--- src/rtl/irq_ctrl_pkg.sv ---
// Shared definitions for the interrupt controller: source count, register
// map, GEN bit position and controller state encoding.
package irq_ctrl_pkg;

  localparam int unsigned NSRC    = 6;
  localparam int unsigned IDW     = 3;
  localparam int unsigned GEN_BIT = 8;

  localparam logic [1:0] A_MASK = 2'd0;
  localparam logic [1:0] A_PEND = 2'd1;
  localparam logic [1:0] A_MODE = 2'd2;
  localparam logic [1:0] A_ISR  = 2'd3;

  typedef enum logic [1:0] {
    ST_IDLE   = 2'd0,
    ST_ACTIVE = 2'd1,
    ST_GAP    = 2'd2
  } state_t;

endpackage

--- src/rtl/irq_prio_enc.sv ---
// Combinational lowest-index priority encoder: index 0 has the highest priority.
module irq_prio_enc
  import irq_ctrl_pkg::*;
#(
  parameter int unsigned N = 6
) (
  input  logic [N-1:0]   req,
  output logic           any,
  output logic [IDW-1:0] id
);

  always_comb begin
    any = 1'b0;
    id  = '0;
    for (int unsigned i = 0; i < N; i++) begin
      if (req[i] && !any) begin
        any = 1'b1;
        id  = IDW'(i);
      end
    end
  end

endmodule

--- src/rtl/irq_ctrl.sv ---
// Interrupt controller: mask/pending/mode registers, edge or level sampling,
// fixed-priority selection and a non-preemptive IDLE/ACTIVE/GAP service FSM.
module irq_ctrl #(
  parameter int unsigned NSRC = irq_ctrl_pkg::NSRC
) (
  input  logic            clk,
  input  logic            rst,
  input  logic [1:0]      addr,
  input  logic            we,
  input  logic [31:0]     din,
  output logic [31:0]     dout,
  input  logic [NSRC-1:0] irq_src,
  output logic [NSRC-1:0] imout,
  output logic            irq
);
  import irq_ctrl_pkg::*;

  logic [NSRC-1:0] mask, mode, pend, prev;
  logic [NSRC-1:0] pend_n, w1c, eoi_clr, eligible, imout_d;
  logic            gen;
  logic [IDW-1:0]  id, id_n, enc_id;
  logic            enc_any, eoi, irq_d;
  state_t          state, state_n;

  logic unused_din;
  assign unused_din = ^{din[31:GEN_BIT+1], din[GEN_BIT-1:NSRC]};

  assign eoi      = we && (addr == A_ISR);
  assign w1c      = (we && (addr == A_PEND)) ? din[NSRC-1:0] : '0;
  assign eligible = pend & mask & {NSRC{gen}};

  irq_prio_enc #(.N(NSRC)) u_enc (
    .req (eligible),
    .any (enc_any),
    .id  (enc_id)
  );

  always_ff @(posedge clk or posedge rst) begin
    if (rst) begin
      mask <= '0;
      mode <= '0;
      gen  <= 1'b0;
    end else if (we) begin
      if (addr == A_MASK) mask <= din[NSRC-1:0];
      if (addr == A_MODE) begin
        mode <= din[NSRC-1:0];
        gen  <= din[GEN_BIT];
      end
    end
  end

  always_comb begin
    eoi_clr = '0;
    if (state == ST_ACTIVE && eoi) eoi_clr[id] = 1'b1;
  end

  // Level bits track the line; edge bits clear on W1C/EOI but a same-cycle edge wins.
  always_comb begin
    pend_n = pend;
    for (int unsigned i = 0; i < NSRC; i++) begin
      if (!mode[i]) begin
        pend_n[i] = irq_src[i];
      end else begin
        if (w1c[i] || eoi_clr[i]) pend_n[i] = 1'b0;
        if (irq_src[i] && !prev[i]) pend_n[i] = 1'b1;
      end
    end
  end

  always_ff @(posedge clk or posedge rst) begin
    if (rst) begin
      pend <= '0;
      prev <= '0;
    end else begin
      pend <= pend_n;
      prev <= irq_src;
    end
  end

  always_ff @(posedge clk or posedge rst) begin
    if (rst) state <= ST_IDLE;
    else     state <= state_n;
  end

  always_comb begin
    state_n = state;
    case (state)
      ST_IDLE:   if (enc_any) state_n = ST_ACTIVE;
      ST_ACTIVE: if (eoi)     state_n = ST_GAP;
      ST_GAP:                 state_n = ST_IDLE;
      default:                state_n = ST_IDLE;
    endcase
  end

  // Outputs are registered from the next state so irq follows the decision by one clock.
  always_comb begin
    id_n    = (state == ST_IDLE && enc_any) ? enc_id : id;
    imout_d = '0;
    irq_d   = (state_n == ST_ACTIVE);
    if (state_n == ST_ACTIVE) imout_d[id_n] = 1'b1;
  end

  always_ff @(posedge clk or posedge rst) begin
    if (rst) begin
      id    <= '0;
      imout <= '0;
      irq   <= 1'b0;
    end else begin
      id    <= id_n;
      imout <= imout_d;
      irq   <= irq_d;
    end
  end

  always_comb begin
    dout = '0;
    case (addr)
      A_MASK: dout[NSRC-1:0] = mask;
      A_PEND: dout[NSRC-1:0] = pend;
      A_MODE: begin
        dout[NSRC-1:0] = mode;
        dout[GEN_BIT]  = gen;
      end
      default: begin
        dout[31]      = (state == ST_ACTIVE);
        dout[IDW-1:0] = id;
      end
    endcase
  end

endmodule

--- config.mk ---
export PLATFORM = sky130hd
export DESIGN_NAME = irq_ctrl
export DESIGN_NICKNAME = d
export VERILOG_FILES = /design/src/rtl/irq_ctrl_pkg.sv /design/src/rtl/irq_prio_enc.sv /design/src/rtl/irq_ctrl.sv
export SDC_FILE = /design/constraint.sdc
export NUM_CORES = 1
export LEC_CHECK = 0
export ABC_AREA = 1
export CAP_MARGIN = 20
export CORE_MARGIN = 2
export CORE_UTILIZATION = 35
export DETAILED_ROUTE_END_ITERATION = 8
export PLACE_DENSITY = 0.7
export SLEW_MARGIN = 20
export SYNTH_ARGS = -nofsm -noshare
export SYNTH_HDL_FRONTEND = slang
export SYNTH_SLANG_ARGS = --single-unit
--- constraint.sdc ---
create_clock -name clk -period 3.1 [get_ports clk]
set_input_delay 0.62 -clock clk [delete_from_list [all_inputs] [get_ports clk]]
set_output_delay 0.62 -clock clk [all_outputs]
set_load 0.005 [all_outputs]
==> results of run 1 <==
## flip-flops by register name, summed over array words and instances, names as in the netlist
register and cells:
prev 6, pend 6, imout 6, gen 1
id 3, state 2, mask 6, mode 6
irq 1
## routing by layer
metal,vias up,global-route usage [%]
met5,-,0
met4,0,6.25
met3,9,4.30
met2,64,22.4
met1,749,18.6
li1,790,-
## critical path, stage by stage
cell and delay (ps):
clkdlybuf4s50_1 520, inv_1 80, nor2_1 190, buf_4 160, nand2_1 40, o2111ai_1 120, clkdlybuf4s50_1 550
## area by class of cell
| class | instances | share of cell area (%) |
|---|---|---|
| clock buffer | 6 | 3.47 |
| inverter | 21 | 3.31 |
| sequential | 37 | 38.9 |
| clock inverter | 2 | 1.58 |
| tap | 70 | 3.68 |
| multi-input combinational | 174 | 33.4 |
| timing repair buffer | 39 | 15.7 |
## per-stage QoR
stage               cell area, µm²  hold WS (ps)  utilization, %
finish                        2380           491            46.0
global route                  2380           515            46.0
CTS                           2380           497            46.0
detailed placement            2260           486            43.7
global placement              2260           479            43.7
floorplan                     1990           471               -
## how the worst min path moves through the flow
stage | from | to | slack (ps) | cells after the start
after floorplan | prev[0]$_DFF_PP0_ | pend[0]$_DFFE_PP0P_ | 470 | 3
after global placement | prev[1]$_DFF_PP0_ | pend[1]$_DFFE_PP0P_ | 480 | 3
after detailed placement | prev[1]$_DFF_PP0_ | pend[1]$_DFFE_PP0P_ | 490 | 3
after CTS | prev[1]$_DFF_PP0_ | pend[1]$_DFFE_PP0P_ | 500 | 3
after global routing | prev[1]$_DFF_PP0_ | pend[1]$_DFFE_PP0P_ | 520 | 3
final | prev[1]$_DFF_PP0_ | pend[1]$_DFFE_PP0P_ | 490 | 3
## cells in the final DEF, fill, tap and decap left out, drive strengths merged
master / n
clkinvlp: 1
conb: 24
a21oi: 2
clkbuf: 6
o2111ai: 3
o211ai: 1
nand2: 79
bufinv: 1
nor3: 4
nor3b: 1
clkdlybuf4s50: 32
nand3b: 1
nor2: 16
nand3: 21
buf: 7
a22o: 1
o21ai: 19
inv: 21
dfrtp: 37
nand4: 2
## where the power goes
group | switching [mW] | leakage (nW) | internal, mW | total (mW)
combinational | 0.276 | 0.679 | 0.215 | 0.492
sequential | 0.0781 | 0.458 | 0.579 | 0.657
clock | 0.171 | 0.0574 | 0.261 | 0.432
total | 0.525 | 1.19 | 1.06 | 1.58
## kinds of logic (layout without fill, tap and decap cells)
group | count (synthesis) | in the layout | synth area share (%)
AND/OR/NAND/NOR | 124 | 124 | 29.3
buffers and inverters | 47 | 68 | 14.0
flip-flops | 37 | 37 | 48.7
AO/OA/AOI/OAI | 26 | 26 | 7.77
other | 1 | 24 | 0.197
==> qor.csv, run 1 <==
metric,value,unit
Peak Freq,343,MHz
metal2 WL,1.86,mm
boundary pin count,82,
vias in the first global route,1486,
CTS resizes,0,
synthesized area per cell,8.09,µm²
Met1 Routed Length,1.87,mm
sequential fraction of the synthesis area,48.7,%
Port-buffer cells,32,
WP data arrival,2290,ps
"FF+latch count, synth",37,
Yosys Warn Count,0,
full die area,0.00604,mm²
first-pass GRT wire length,6.74,mm
# hold bufs at CTS,0,
Met3 Wirelength,308,µm
TritonCTS clock tree,built,
Final min period,2910,ps
Critical Path End Type,primary output,
Detail Route Antenna Nets,0,
final net count,321,
H-tree depth,2,
grt ovf,0,
largest net degree at the start of global routing,38,
top sig layer,met4,
fin crit share,94.0,%
# clock sinks,37,
Post-Syn Area,0.00190,mm²
most frequent cell after synthesis,nand2_1,
Synth top cells by count,"nand2_1, dfrtp_1, buf_4, inv_1",
core area,0.00517,mm²
clk slew on worst S/H paths,80,ps
Post-synth top flop,dfrtp_1,
initial antenna violation count,0,
Setup crit start,addr[0],
postcts setup bufs,0,
VDD IR-drop max,0.000226,V
Yosys top cell area share,48.7,%
FP Rows,26,
Vias/cell,4.62,
LEAKAGE,1.19,nW
"area leader, netlist",dfrtp_1,
GPL Wtd Cong,0.860,
Hold Crit Class,flop to flop,
R2R Path Start,gen$_DFFE_PP0P_,
"Setup violations, final",0,
share of cells above drive strength 1,8.96,%
total power,1.58,mW
Mapped Cells,235,
DRC viols,0,
Initial DRC Count,101,
Area Overhead vs Synth,25.2,%
Inst Count DP,341,
final worst setup slack,187,ps
DP Worst Slack,222,ps
Register Area,926,µm²
die height,77.7,µm
Max Root-Sink Buffers,2,
WL final,4.13,mm
initial core utilization,36.7,%
total clock buffers created by CTS,5,
CTS Root Buffer Type,clkbuf_8,
setup_tns,0,ps
asr flop ratio synth,100,%
outcome,"complete, no violations",
Cell variety after synth,22,
via count,1612,
worst clock skew,6.03,ps
DR pass1 iterations,4,
CP Class,primary input to primary output,
R2R setup slack,1500,ps
fillers,507,
clock insertion delay at the later pin of the skew report,290,ps
Max Cap Viol,0,
gr usage total,14.4,%
RSZ-0062 raised after global routing,false,
end point of the critical path,dout[0],
DP HPWL,3.11,mm
Max Slew Vio Count,0,
drt wl/cell,11.8,µm
CP Max Fanout,3,
PwrDens,664,mW/mm²
Synth area leaders,"dfrtp_1, nand2_1, buf_4",
post-route insts no fill,349,
worst r2r dst,imout[4]$_DFF_PP0_,
CP Data Required Time,2480,ps
CP Launch Type,primary input,
Post-synth EDFFs,0,
n_diodes,0,
R2R cell count,9,
multi-input gate area in the final layout,795,µm²
Final Hold Viols,0,
Die Wd,77.7,µm
Note: power is estimated with default switching activity, not from simulation.
==> inputs of run 2 (changes only) <==
clock period = 3.6 ns   (was 3.1 ns; I/O delays follow)
==> qor.csv, run 2 (synthesis results as in run 1) <==
metric,value,unit,change
Vias/cell,4.55,,-1.4%
DP Worst Slack,473,ps,+251 ps
PwrDens,541,mW/mm²,-19%
initial antenna violation count,0,,unchanged
drt wl/cell,11.7,µm,-1.5%
CP Max Fanout,7,,+4
boundary pin count,82,,unchanged
postcts setup bufs,0,,unchanged
R2R setup slack,2040,ps,+540 ps
initial core utilization,36.7,%,unchanged
largest net degree at the start of global routing,22,,-42%
"commonest non-fill, non-tap cell in the layout",nand2_1,,
GPL Wtd Cong,0.862,,+0.33%
FP Rows,26,,unchanged
R2R Path Start,gen$_DFFE_PP0P_,,
NetSw,434,µW,-17%
WP data arrival,2430,ps,+140 ps
Critical Path End Type,primary output,,
DP HPWL,3.07,mm,-1.1%
fin area,0.00230,mm²,-3.5%
clk slew on worst S/H paths,60,ps,-20 ps
CP Data Required Time,2880,ps,+400 ps
worst r2r dst,imout[0]$_DFF_PP0_,,
Setup crit start,addr[1],,
grt ovf,0,,unchanged
Max Slew Vio Count,0,,unchanged
Detail Route Antenna Nets,0,,unchanged
gr usage total,14.3,%,-0.099 points
Final min period,3150,ps,
Max Root-Sink Buffers,2,,unchanged
WL final,3.99,mm,-3.4%
Die Wd,77.7,µm,unchanged
total power,1.24,mW,-21%
end point of the critical path,dout[1],,
Area Overhead vs Synth,20.8,%,
clock insertion delay at the later pin of the skew report,290,ps,about the same
full die area,0.00604,mm²,unchanged
Hold Crit Class,flop to flop,,
setup_tns,0,ps,unchanged
vias in the first global route,1478,,-0.54%
relative slew slack,34.3,%,
post-route insts no fill,342,,-2.0%
die height,77.7,µm,unchanged
share of cells above drive strength 1,6.62,%,-2.3 points
Sequential Power Share,45.5,%,+4.0 points
fin crit share,87.4,%,
DP Area,0.00222,mm²,-1.7%
CP Class,primary input to primary output,,
# hold bufs at CTS,0,,unchanged
Inst Count DP,336,,-1.5%
"Setup violations, final",0,,unchanged
H-tree depth,2,,unchanged
worst slew pin tran,983,ps,
Initial DRC Count,95,,-5.9%
DRC viols,0,,unchanged
CP Launch Type,primary input,,
n_diodes,0,,unchanged
Peak Freq,318,MHz,
CTS resizes,0,,unchanged
Combinational Power Share,33.4,%,+2.3 points
Internal,808,µW,-23%
RSZ-0062 raised after global routing,false,,
DR pass1 iterations,4,,unchanged
Final Hold Viols,0,,unchanged
Port-buffer cells,32,,unchanged
Switching Fraction,35.0,%,+1.7 points
total clock buffers created by CTS,5,,unchanged
first-pass GRT wire length,6.82,mm,+1.2%
Clk pwr share,21.1,%,-6.2 points
most frequent cells in the layout,"nand2_1, dfrtp_1, clkdlybuf4s50_1",,
outcome,"complete, no violations",,
Max Cap Viol,0,,unchanged
worst clock skew,9.88,ps,+3.85 ps
TritonCTS clock tree,built,,
core area,0.00517,mm²,unchanged
R2R cell count,9,,unchanged
final net count,316,,-1.6%
via count,1557,,-3.4%
final worst setup slack,454,ps,+267 ps
VDD IR-drop max,0.000175,V,-22%
LEAKAGE,1.15,nW,-3.6%
CTS Root Buffer Type,clkbuf_8,,
# clock sinks,37,,unchanged
## run 2: metrics by stage
stage,util [%],hold WS (ps)
2_1_floorplan,-,471
3_3_place_gp,43.0,479
3_5_place_dp,43.0,488
4_1_cts,44.4,497
5_1_grt,44.4,523
6_report,44.4,492
## run 2: worst max-delay path, cell delays in order
cell             delay, ps
clkdlybuf4s50_1        550
nand2_1                100
inv_1                  220
a22o_1                 170
a21oi_1                 40
o21ai_0                100
clkdlybuf4s50_1        530
## run 2: worst min path at each step
stage	from	endpoint	slack, ps	cells past startpoint
finish	prev[1]$_DFF_PP0_	pend[1]$_DFFE_PP0P_	490	3
global route	prev[1]$_DFF_PP0_	pend[1]$_DFFE_PP0P_	520	3
CTS	prev[1]$_DFF_PP0_	pend[1]$_DFFE_PP0P_	500	3
detailed placement	prev[1]$_DFF_PP0_	pend[1]$_DFFE_PP0P_	490	3
global placement	prev[0]$_DFF_PP0_	pend[0]$_DFFE_PP0P_	480	3
floorplan	prev[0]$_DFF_PP0_	pend[0]$_DFFE_PP0P_	470	3
## run 2: layout make-up
| type | instances | area [µm²] |
|---|---|---|
| Fill cell | 519 | 2880 |
| Sequential cell | 37 | 926 |
| Multi-Input combinational cell | 174 | 795 |
| Tap cell | 70 | 87.6 |
| Clock buffer | 5 | 68.8 |
| Inverter | 21 | 78.8 |
| Clock inverter | 1 | 5.00 |
| Timing Repair Buffer | 34 | 335 |
## run 2: power by group through the flow
stage                     registers, mW  clock network (mW)  logic (mW)
after CTS                         0.565               0.268       0.418
after floorplan                   0.559                   0       0.276
final                             0.565               0.262       0.416
after global routing              0.577               0.287       0.477
after global placement            0.571                   0       0.408
after detailed placement          0.573                   0       0.416
## run 2: metal layers
metal | GRT usage (%) | vias up | wire, µm
li1 | - | 776 | -
met1 | 19.2 | 720 | 1830
met2 | 21.9 | 55 | 1790
met3 | 4.53 | 6 | 310
met4 | 4.82 | 0 | 55
met5 | 0 | - | 0
==> inputs of run 3 (changes only) <==
PLACE_DENSITY = 0.69   (was 0.7)
SYNTH_HIERARCHICAL = 1   (was unset)
==> qor.csv, run 3 <==
metric,value,unit,change
Cell variety after synth,21,,-4.5%
most frequent cell after synthesis,nand2_1,,
clock insertion delay at the later pin of the skew report,290,ps,about the same
Max Root-Sink Buffers,2,,unchanged
Port-buffer cells,32,,unchanged
Hold Crit Class,flop to flop,,
NetSw,457,µW,+5.2%
Sequential Power Share,44.4,%,-1.1 points
core area,0.00557,mm²,+7.8%
Post-Syn Area,0.00205,mm²,+8.0%
most frequent cells in the layout,"nand2_1, dfrtp_1, clkdlybuf4s50_1",,
Detail Route Antenna Nets,0,,unchanged
worst clock skew,5.81,ps,-4.07 ps
asr flop ratio synth,100,%,unchanged
DP HPWL,3.17,mm,+3.3%
Critical Path End Type,primary output,,
Post-synth top flop,dfrtp_1,,
total clock buffers created by CTS,5,,unchanged
VDD IR-drop max,0.000212,V,+21%
# clock sinks,37,,unchanged
"Setup violations, final",0,,unchanged
DRC viols,0,,unchanged
Yosys top cell area share,45.1,%,-3.6 points
CTS resizes,0,,unchanged
"commonest non-fill, non-tap cell in the layout",nand2_1,,
initial core utilization,36.8,%,+0.068 points
via count,1661,,+6.7%
first-pass GRT wire length,7.30,mm,+7.0%
Vias/cell,4.38,,-3.7%
WL final,4.26,mm,+6.7%
setup_tns,0,ps,unchanged
Final min period,3090,ps,-60.8 ps
CP Launch Type,primary input,,
clk slew on worst S/H paths,70,ps,about the same
WP data arrival,2370,ps,-60 ps
DR pass1 iterations,4,,unchanged
n_diodes,0,,unchanged
Switching Fraction,36.1,%,+1.2 points
LEAKAGE,1.27,nW,+11%
Clk pwr share,22.3,%,+1.2 points
PwrDens,516,mW/mm²,-4.6%
Yosys Warn Count,6,,+6
sequential fraction of the synthesis area,45.1,%,-3.6 points
Synth area leaders,"dfrtp_1, nand2_1, buf_4",,
Max Slew Vio Count,0,,unchanged
die height,80.6,µm,+3.7%
Initial DRC Count,80,,-16%
share of cells above drive strength 1,8.79,%,+2.2 points
synthesized area per cell,7.66,µm²,-5.3%
FP Rows,27,,+3.8%
GPL Wtd Cong,0.833,,-3.4%
Peak Freq,324,MHz,+2.0%
fillers,591,,+14%
gr usage total,14.7,%,+0.42 points
Final Hold Viols,0,,unchanged
postcts setup bufs,0,,unchanged
"FF+latch count, synth",37,,unchanged
H-tree depth,2,,unchanged
fin crit share,85.7,%,-1.7 points
final net count,349,,+10%
"area leader, netlist",dfrtp_1,,
Max Cap Viol,0,,unchanged
Post-synth EDFFs,0,,unchanged
# hold bufs at CTS,0,,unchanged
Combinational Power Share,33.3,%,about the same
grt ovf,0,,unchanged
CP Max Fanout,6,,-1
CP Data Required Time,2880,ps,about the same
full die area,0.00649,mm²,+7.6%
boundary pin count,82,,unchanged
Final Util,43.9,%,-0.46 points
largest net degree at the start of global routing,38,,+73%
Die Wd,80.6,µm,+3.7%
CTS Root Buffer Type,clkbuf_8,,
drt wl/cell,11.2,µm,-3.7%
TritonCTS clock tree,built,,
outcome,"complete, no violations",,
initial antenna violation count,0,,unchanged
vias in the first global route,1555,,+5.2%
RSZ-0062 raised after global routing,false,,
Area Overhead vs Synth,19.3,%,
Synth top cells by count,"nand2_1, dfrtp_1, inv_1, buf_4, nor2_1",,
Internal,808,µW,about the same
CP Class,primary input to primary output,,
Mapped Cells,268,,+14%
[run 3: cell types whose count changed after synthesis, sizes merged, moves of 5 or more]
cell	delta
nand4	+7
inv	+10
nand3	-5
nand2	+22
nor2	+9
o21ai	-7
[run 3: stage by stage]
stage          cell area (µm²)  hold slack [ps]  worst slack, ps  total power, mW  std cells
5_1_grt                   2450              531              369             1.37        379
2_1_floorplan             2140              471             1520            0.845        291
4_1_cts                   2450              498              507             1.28        379
6_report                  2450              494              514             1.26        379
3_3_place_gp              2370              480              486            0.978        371
3_5_place_dp              2370              487              528            0.991        371
[run 3: worst paths after layout]
check / cells past startpoint / startpoint / slack [ps] / end
worst max-delay path: 6 / addr[1] / 510 / dout[1]
worst min-delay path: 3 / prev[2]$_DFF_PP0_ / 490 / pend[2]$_DFFE_PP0P_
worst max register to register: 8 / gen$_DFFE_PP0P_ / 1730 / imout[2]$_DFF_PP0_
worst min register to register: 3 / prev[2]$_DFF_PP0_ / 490 / pend[2]$_DFFE_PP0P_
max in group asynchronous: 3 / rst / 2430 / mask[4]$_DFFE_PP0P_
min in group asynchronous: 3 / rst / 840 / pend[1]$_DFFE_PP0P_
[run 3: worst max-delay path: stages]
cell and delay (ps):
clkdlybuf4s50_1 540, nor2_1 250, buf_4 190, nand2_1 50
nand4_1 110, clkdlybuf4s50_1 510
[run 3: cell type report]
cell class,instances,area (µm²),share of cell area [%]
Clock buffer,6,72.6,2.96
Clock inverter,2,10.0,0.409
Inverter,31,116,4.75
Multi-Input combinational cell,195,883,36.1
Sequential cell,37,926,37.8
Tap cell,72,90.1,3.68
Timing Repair Buffer,36,350,14.3
[run 3: power groups by stage]
stage / registers (mW) / logic, mW / clock network [mW]
2_1_floorplan: 0.555 / 0.290 / 0
6_report: 0.561 / 0.421 / 0.283
3_3_place_gp: 0.568 / 0.411 / 0
3_5_place_dp: 0.569 / 0.422 / 0
4_1_cts: 0.561 / 0.426 / 0.293
5_1_grt: 0.572 / 0.487 / 0.311
[run 3: cells by family after synthesis]
logic type	Yosys count	synth area share, %
AND/OR/NAND/NOR	156	33.4
buffers and inverters	59	16.0
flip-flops	37	45.1
AO/OA/AOI/OAI	15	5.24
other	1	0.183
[run 3: layer usage]
metal,part of all wire [%],up-vias,track usage (%)
met1,47,746,19.6
met3,5.2,5,3.60
li1,-,861,-
met5,0,-,0
met4,1.2,0,5.08
met2,47,49,23.4
==> RTL change 1 (config.mk and constraints of run 2) <==
Register the output `dout`, with the module's reset; this adds one clock of latency there. The other outputs are not delayed to match.
--- a/src/rtl/irq_ctrl.sv
+++ b/src/rtl/irq_ctrl.sv
@@ -15,4 +15,6 @@
 );
   import irq_ctrl_pkg::*;
+
+  logic [31:0] dout_d;
 
   logic [NSRC-1:0] mask, mode, pend, prev;
@@ -114,19 +116,27 @@
 
   always_comb begin
-    dout = '0;
+    dout_d = '0;
     case (addr)
-      A_MASK: dout[NSRC-1:0] = mask;
-      A_PEND: dout[NSRC-1:0] = pend;
+      A_MASK: dout_d[NSRC-1:0] = mask;
+      A_PEND: dout_d[NSRC-1:0] = pend;
       A_MODE: begin
-        dout[NSRC-1:0] = mode;
-        dout[GEN_BIT]  = gen;
+        dout_d[NSRC-1:0] = mode;
+        dout_d[GEN_BIT]  = gen;
       end
       default: begin
-        dout[31]      = (state == ST_ACTIVE);
-        dout[IDW-1:0] = id;
+        dout_d[31]      = (state == ST_ACTIVE);
+        dout_d[IDW-1:0] = id;
       end
     endcase
   end
 
+  always_ff @(posedge clk or posedge rst) begin
+    if (rst) begin
+      dout <= '0;
+    end else begin
+      dout <= dout_d;
+    end
+  end
+
 endmodule
 
Check against the original RTL: not equivalent (a bounded check fails within 4 cycles, from zero or initial values and one cycle with rst high).
==> RTL change 1 against run 2 <==
- register-to-register slack improved by 50 ps
- sequential cell count increased by 8
- worst setup slack improved by 940 ps
- die area increased by 14%
- clock power increased by 30%
- power increased by 21%
- wire length increased by 8.6%
- core utilization decreased by 0.86 points
- area after synthesis increased by 15%
- critical path depth decreased by 2
- global-route usage decreased by 1.4 points
- final area increased by 14%
- synthesized cell count increased by 4.3%
- critical endpoint is now mask[1]
==> RTL change 1: results (changes against run 2) <==
| Metric | Value |
|---|---|
| Run status | `finished clean` |
| Vias per cell | `4.52 (-0.67%)` |
| Worst-path clk slew | `80 ps (+20 ps)` |
| FFs w/ async S/R, synth | `100% (unchanged)` |
| Met2 GRT Util | `20.2% (-1.7 points)` |
| Pin count of the biggest net entering global routing | `26 (+18%)` |
| R2R Setup Slk | `2090 ps (+50 ps)` |
| Slew at the pin with the worst max-slew slack | `890 ps (-93.5 ps)` |
| Total inserted antenna cells | `0 (unchanged)` |
| Register area share after synthesis | `51.5% (+2.8 points)` |
| Count of cell types in the netlist | `24 (+9.1%)` |
| Highest fanout seen on the critical path | `12 (+5)` |
| Post-synthesis compound-gate area fraction | `6.75% (-1.0 points)` |
| Number of instances in the placed design | `350 (+4.2%)` |
| First-pass GRT wire length | `7.15 mm (+4.7%)` |
| Total leakage power | `1.27 nW (+10%)` |
| Via count of the first global-routing pass | `1,502 (+1.6%)` |
| Number of iterations in the first detailed-routing pass | `4 (unchanged)` |
| Global placer's final weighted congestion | `0.834 (-3.4%)` |
| Number of gates resized after cts | `0 (unchanged)` |
| Number of buffers created by CTS | `5 (unchanged)` |
| Detailed-route via count | `1,619 (+4.0%)` |
| Met1 usage | `17.7% (-1.5 points)` |
| Worst Hold End | `pend[2]` |
| Worst clock skew on the final layout | `6.33 ps (-3.54 ps)` |
| Worst Setup Slack post-DPL | `1120 ps (+647 ps)` |
| Worst hold slack | `493 ps (+1.63 ps)` |
| Arrival @ worst endpoint | `2380 ps (-50 ps)` |
| Origin of the worst min-delay path | `prev[2]` |
| Fraction of final layout cells sized beyond drive strength 1 | `13.4% (+6.8 points)` |
| Placement Cell Area | `0.00251 sq mm (+13%)` |
| Aggregate global-route resource usage | `13.0% (-1.4 points)` |
| Post-layout net count | `325 (+2.8%)` |
| Avg Synthesized Cell Area | `8.92 sq um (+10%)` |
| Worst hold path type | `flip-flop to flip-flop` |
| Worst VDD drop | `0.247 mV (+41%)` |
| Drt initial violations | `104 (+9.5%)` |
| Commonest cells in the netlist | `sky130_fd_sc_hd__nand2_1, sky130_fd_sc_hd__dfrtp_1, sky130_fd_sc_hd__buf_4` |
| Fill cells | `576 (+11%)` |
| DP HPWL | `3.26 mm (+6.1%)` |
| Met3 Resource Use GR | `2.39% (-2.1 points)` |
| Slowest stage delay, CP | `500 ps (-50 ps)` |
| Total wire length after detailed routing | `4.33 mm (+8.6%)` |
| Synth top area cells | `sky130_fd_sc_hd__dfrtp_1, sky130_fd_sc_hd__nand2_1, sky130_fd_sc_hd__buf_4` |
## RTL change 1: final cells by class
class	instances	area (sq um)	area share [%]
Sequential cell	45	1130	43.2
Multi-Input combinational cell	174	872	33.4
Timing Repair Buffer	33	328	12.6
Clock buffer	7	96.3	3.69
Tap cell	75	93.8	3.60
Inverter	23	86.3	3.31
Clock inverter	1	5.00	0.192
## RTL change 1: per-layer routing
metal | up-vias | routed length, um | share of wire, %
li1 | 804 | - | -
met1 | 757 | 1980 | 46
met2 | 48 | 2050 | 47
met3 | 10 | 219 | 5.1
met4 | 0 | 76 | 1.8
met5 | - | 0 | 0
## RTL change 1: power by group
part	internal [mW]	switching, mW	leakage, nW
Clock	0.173	0.168	0.0542
Combinational	0.206	0.273	0.653
Sequential	0.602	0.0775	0.561
Total	0.982	0.519	1.27
## RTL change 1: critical path: cells and delay by family
kind | cells | cell delay, ps
compound gates | 1 | 70
simple gates | 3 | 1080
buf+inv | 1 | 500
## RTL change 1: how the worst max path moves through the flow
| stage | startpoint | endpoint | slack [ps] |
|---|---|---|---|
| floorplan | rst | dout[0] | 1820 |
| global placement | addr[0] | mask[0] | 1180 |
| detailed placement | addr[0] | mask[1] | 1120 |
| CTS | addr[0] | mask[1] | 1430 |
| global route | addr[0] | mask[1] | 1260 |
| finish | addr[0] | mask[1] | 1400 |
## RTL change 1: cell families (layout without fill, tap and decap cells)
| family | Yosys count | count (layout) |
|---|---|---|
| AOI/OAI and AO/OA | 28 | 28 |
| buffers and inverters | 49 | 64 |
| DFF | 45 | 45 |
| other | 1 | 24 |
| and+or+nand+nor | 122 | 122 |
==> RTL change 2 (config.mk and constraints of run 2) <==
Made on the original files. Set the package constant `IDW` to 2 (it was 3).
--- a/src/rtl/irq_ctrl_pkg.sv
+++ b/src/rtl/irq_ctrl_pkg.sv
@@ -4,5 +4,5 @@
 
   localparam int unsigned NSRC    = 6;
-  localparam int unsigned IDW     = 3;
+  localparam int unsigned IDW     = 2;
   localparam int unsigned GEN_BIT = 8;
 
Behaviour: not the same (Yosys sat finds a counterexample within 4 cycles, from zero or initial values and one cycle with rst high).
==> RTL change 2 against run 2 <==
- wire length shrank 17%
- final area down 7.6%
- core utilization increased by 0.22 points
- sequential cell count decreased by 3
- worst hold slack got worse by 3.2 ps
- area after synthesis fell by 8.4%
- worst setup slack worse by 12 ps
- power shrank 7.8%
==> RTL change 2: results (changes against run 2) <==
| Metric | Value |
|---|---|
| Aggregate global-route resource usage | `13.9% (-0.44 points)` |
| Detailed-route via count | `1,322 (-15%)` |
| Fraction of power spent switching nets | `32.6% (-2.4 points)` |
| Drt initial violations | `74 (-22%)` |
| Multi-Input Combinational | `152 (-13%)` |
| Pin count of the biggest net entering global routing | `35 (+59%)` |
| Number of buffers inserted by port buffering | `30 (-6.3%)` |
| Count of clock-net buffers in the final layout | `7 (+2)` |
| Run status | `finished clean` |
| Non-clk buf share | `14.9% (+0.26 points)` |
| FFs w/ async S/R, synth | `100% (unchanged)` |
| Number of buffers created by CTS | `5 (unchanged)` |
| Met3 Resource Use GR | `3.66% (-0.88 points)` |
| Worst VDD drop | `0.199 mV (+13%)` |
| Area of all placed cells without fillers | `0.00212 sq mm (-7.6%)` |
| Post-layout net count | `287 (-9.2%)` |
| Synth top area cells | `sky130_fd_sc_hd__dfrtp_1, sky130_fd_sc_hd__nand2_1, sky130_fd_sc_hd__buf_4` |
| Commonest cells in the netlist | `sky130_fd_sc_hd__nand2_1, sky130_fd_sc_hd__dfrtp_1, sky130_fd_sc_hd__buf_4` |
| Longest Clk Path Bufs | `2 (unchanged)` |
| Via count of the first global-routing pass | `1,230 (-17%)` |
| Area taken by multi-input logic gates | `708 sq um (-11%)` |
| Register area share after synthesis | `48.9% (+0.13 points)` |
| Placement Cell Area | `0.00203 sq mm (-8.7%)` |
| Antenna violations before repair | `0 (unchanged)` |
| Fraction of final layout cells sized beyond drive strength 1 | `8.57% (+2.0 points)` |
| Clock latency reported for the late side of the worst-skew pair | `290 ps (about the same)` |
| Met2 GRT Util | `21.1% (-0.76 points)` |
| Sequential cell count | `34 (-8.1%)` |
| Total leakage power | `1.06 nW (-8.3%)` |
| Routed wl met2 | `1.51 mm (-15%)` |
| Die outline area | `0.00556 sq mm (-7.9%)` |
| Met1 usage | `18.2% (-0.96 points)` |
| Worst Setup Slack post-DPL | `427 ps (-46.1 ps)` |
| Worst clock skew on the final layout | `7.35 ps (-2.52 ps)` |
| Total inserted antenna cells | `0 (unchanged)` |
| Met1 wire length | `1.53 mm (-17%)` |
| CTS Root Cell | `sky130_fd_sc_hd__clkbuf_8` |
| Fill cells | `503 (-3.1%)` |
| Register cell area after layout | `851 sq um (-8.1%)` |
| DP HPWL | `2.45 mm (-20%)` |
| First-pass GRT wire length | `5.69 mm (-17%)` |
| Worst-path clk slew | `about 70 ps` |
| Met3 wire length | `208 um (-33%)` |
| Non-clock inverter total of the final layout | `19 (-9.5%)` |
| Count of plain and timing-repair buffers in the layout | `32 (-5.9%)` |
| Clock network share of area | `4.31% (+1.1 points)` |
| Global placer's final weighted congestion | `0.837 (-3.0%)` |
| Total wire length after detailed routing | `3.32 mm (-17%)` |
| Count of cell types in the netlist | `20 (-9.1%)` |
-- RTL change 2: cell families (layout without fill, tap and decap cells) --
family,Yosys count,after routing,synth area share [%]
AND/OR/NAND/NOR,104,104,27.4
buffers and inverters,47,59,15.9
flip-flops,34,34,48.9
AO/OA/AOI/OAI,22,22,7.69
other,1,26,0.215
-- RTL change 2: worst paths after layout --
path                             to  slack [ps]    start  depth (start not counted)
min in group asynchronous   prev[0]         810      rst                          3
hold / removal              pend[3]         490  prev[3]                          3
hold reg to reg             pend[3]         490  prev[3]                          3
setup reg to reg           imout[2]        2210      gen                          9
setup / recovery            dout[0]         440  addr[1]                          8
max in group asynchronous       irq        2480      rst                          3
-- RTL change 2: critical path, stage by stage --
cell                              delay [ps]
sky130_fd_sc_hd__clkdlybuf4s50_1         560
sky130_fd_sc_hd__inv_1                   130
sky130_fd_sc_hd__nor2_4                  200
sky130_fd_sc_hd__nand2_1                  70
sky130_fd_sc_hd__nand2_1                  70
sky130_fd_sc_hd__a21oi_1                  40
sky130_fd_sc_hd__o21ai_0                 110
sky130_fd_sc_hd__clkdlybuf4s50_1         540
-- RTL change 2: through the flow --
stage,instances,hold WS (ps)
final,312,488
after global routing,312,528
after CTS,312,493
after detailed placement,304,482
after global placement,304,479
after floorplan,233,471
-- RTL change 2: power by group through the flow --
stage | Clock (mW) | Combinational, mW | Sequential, mW
final | 0.289 | 0.345 | 0.512
after global routing | 0.318 | 0.397 | 0.522
after CTS | 0.298 | 0.349 | 0.512
after detailed placement | 0 | 0.351 | 0.516
after global placement | 0 | 0.344 | 0.516
after floorplan | 0 | 0.236 | 0.508
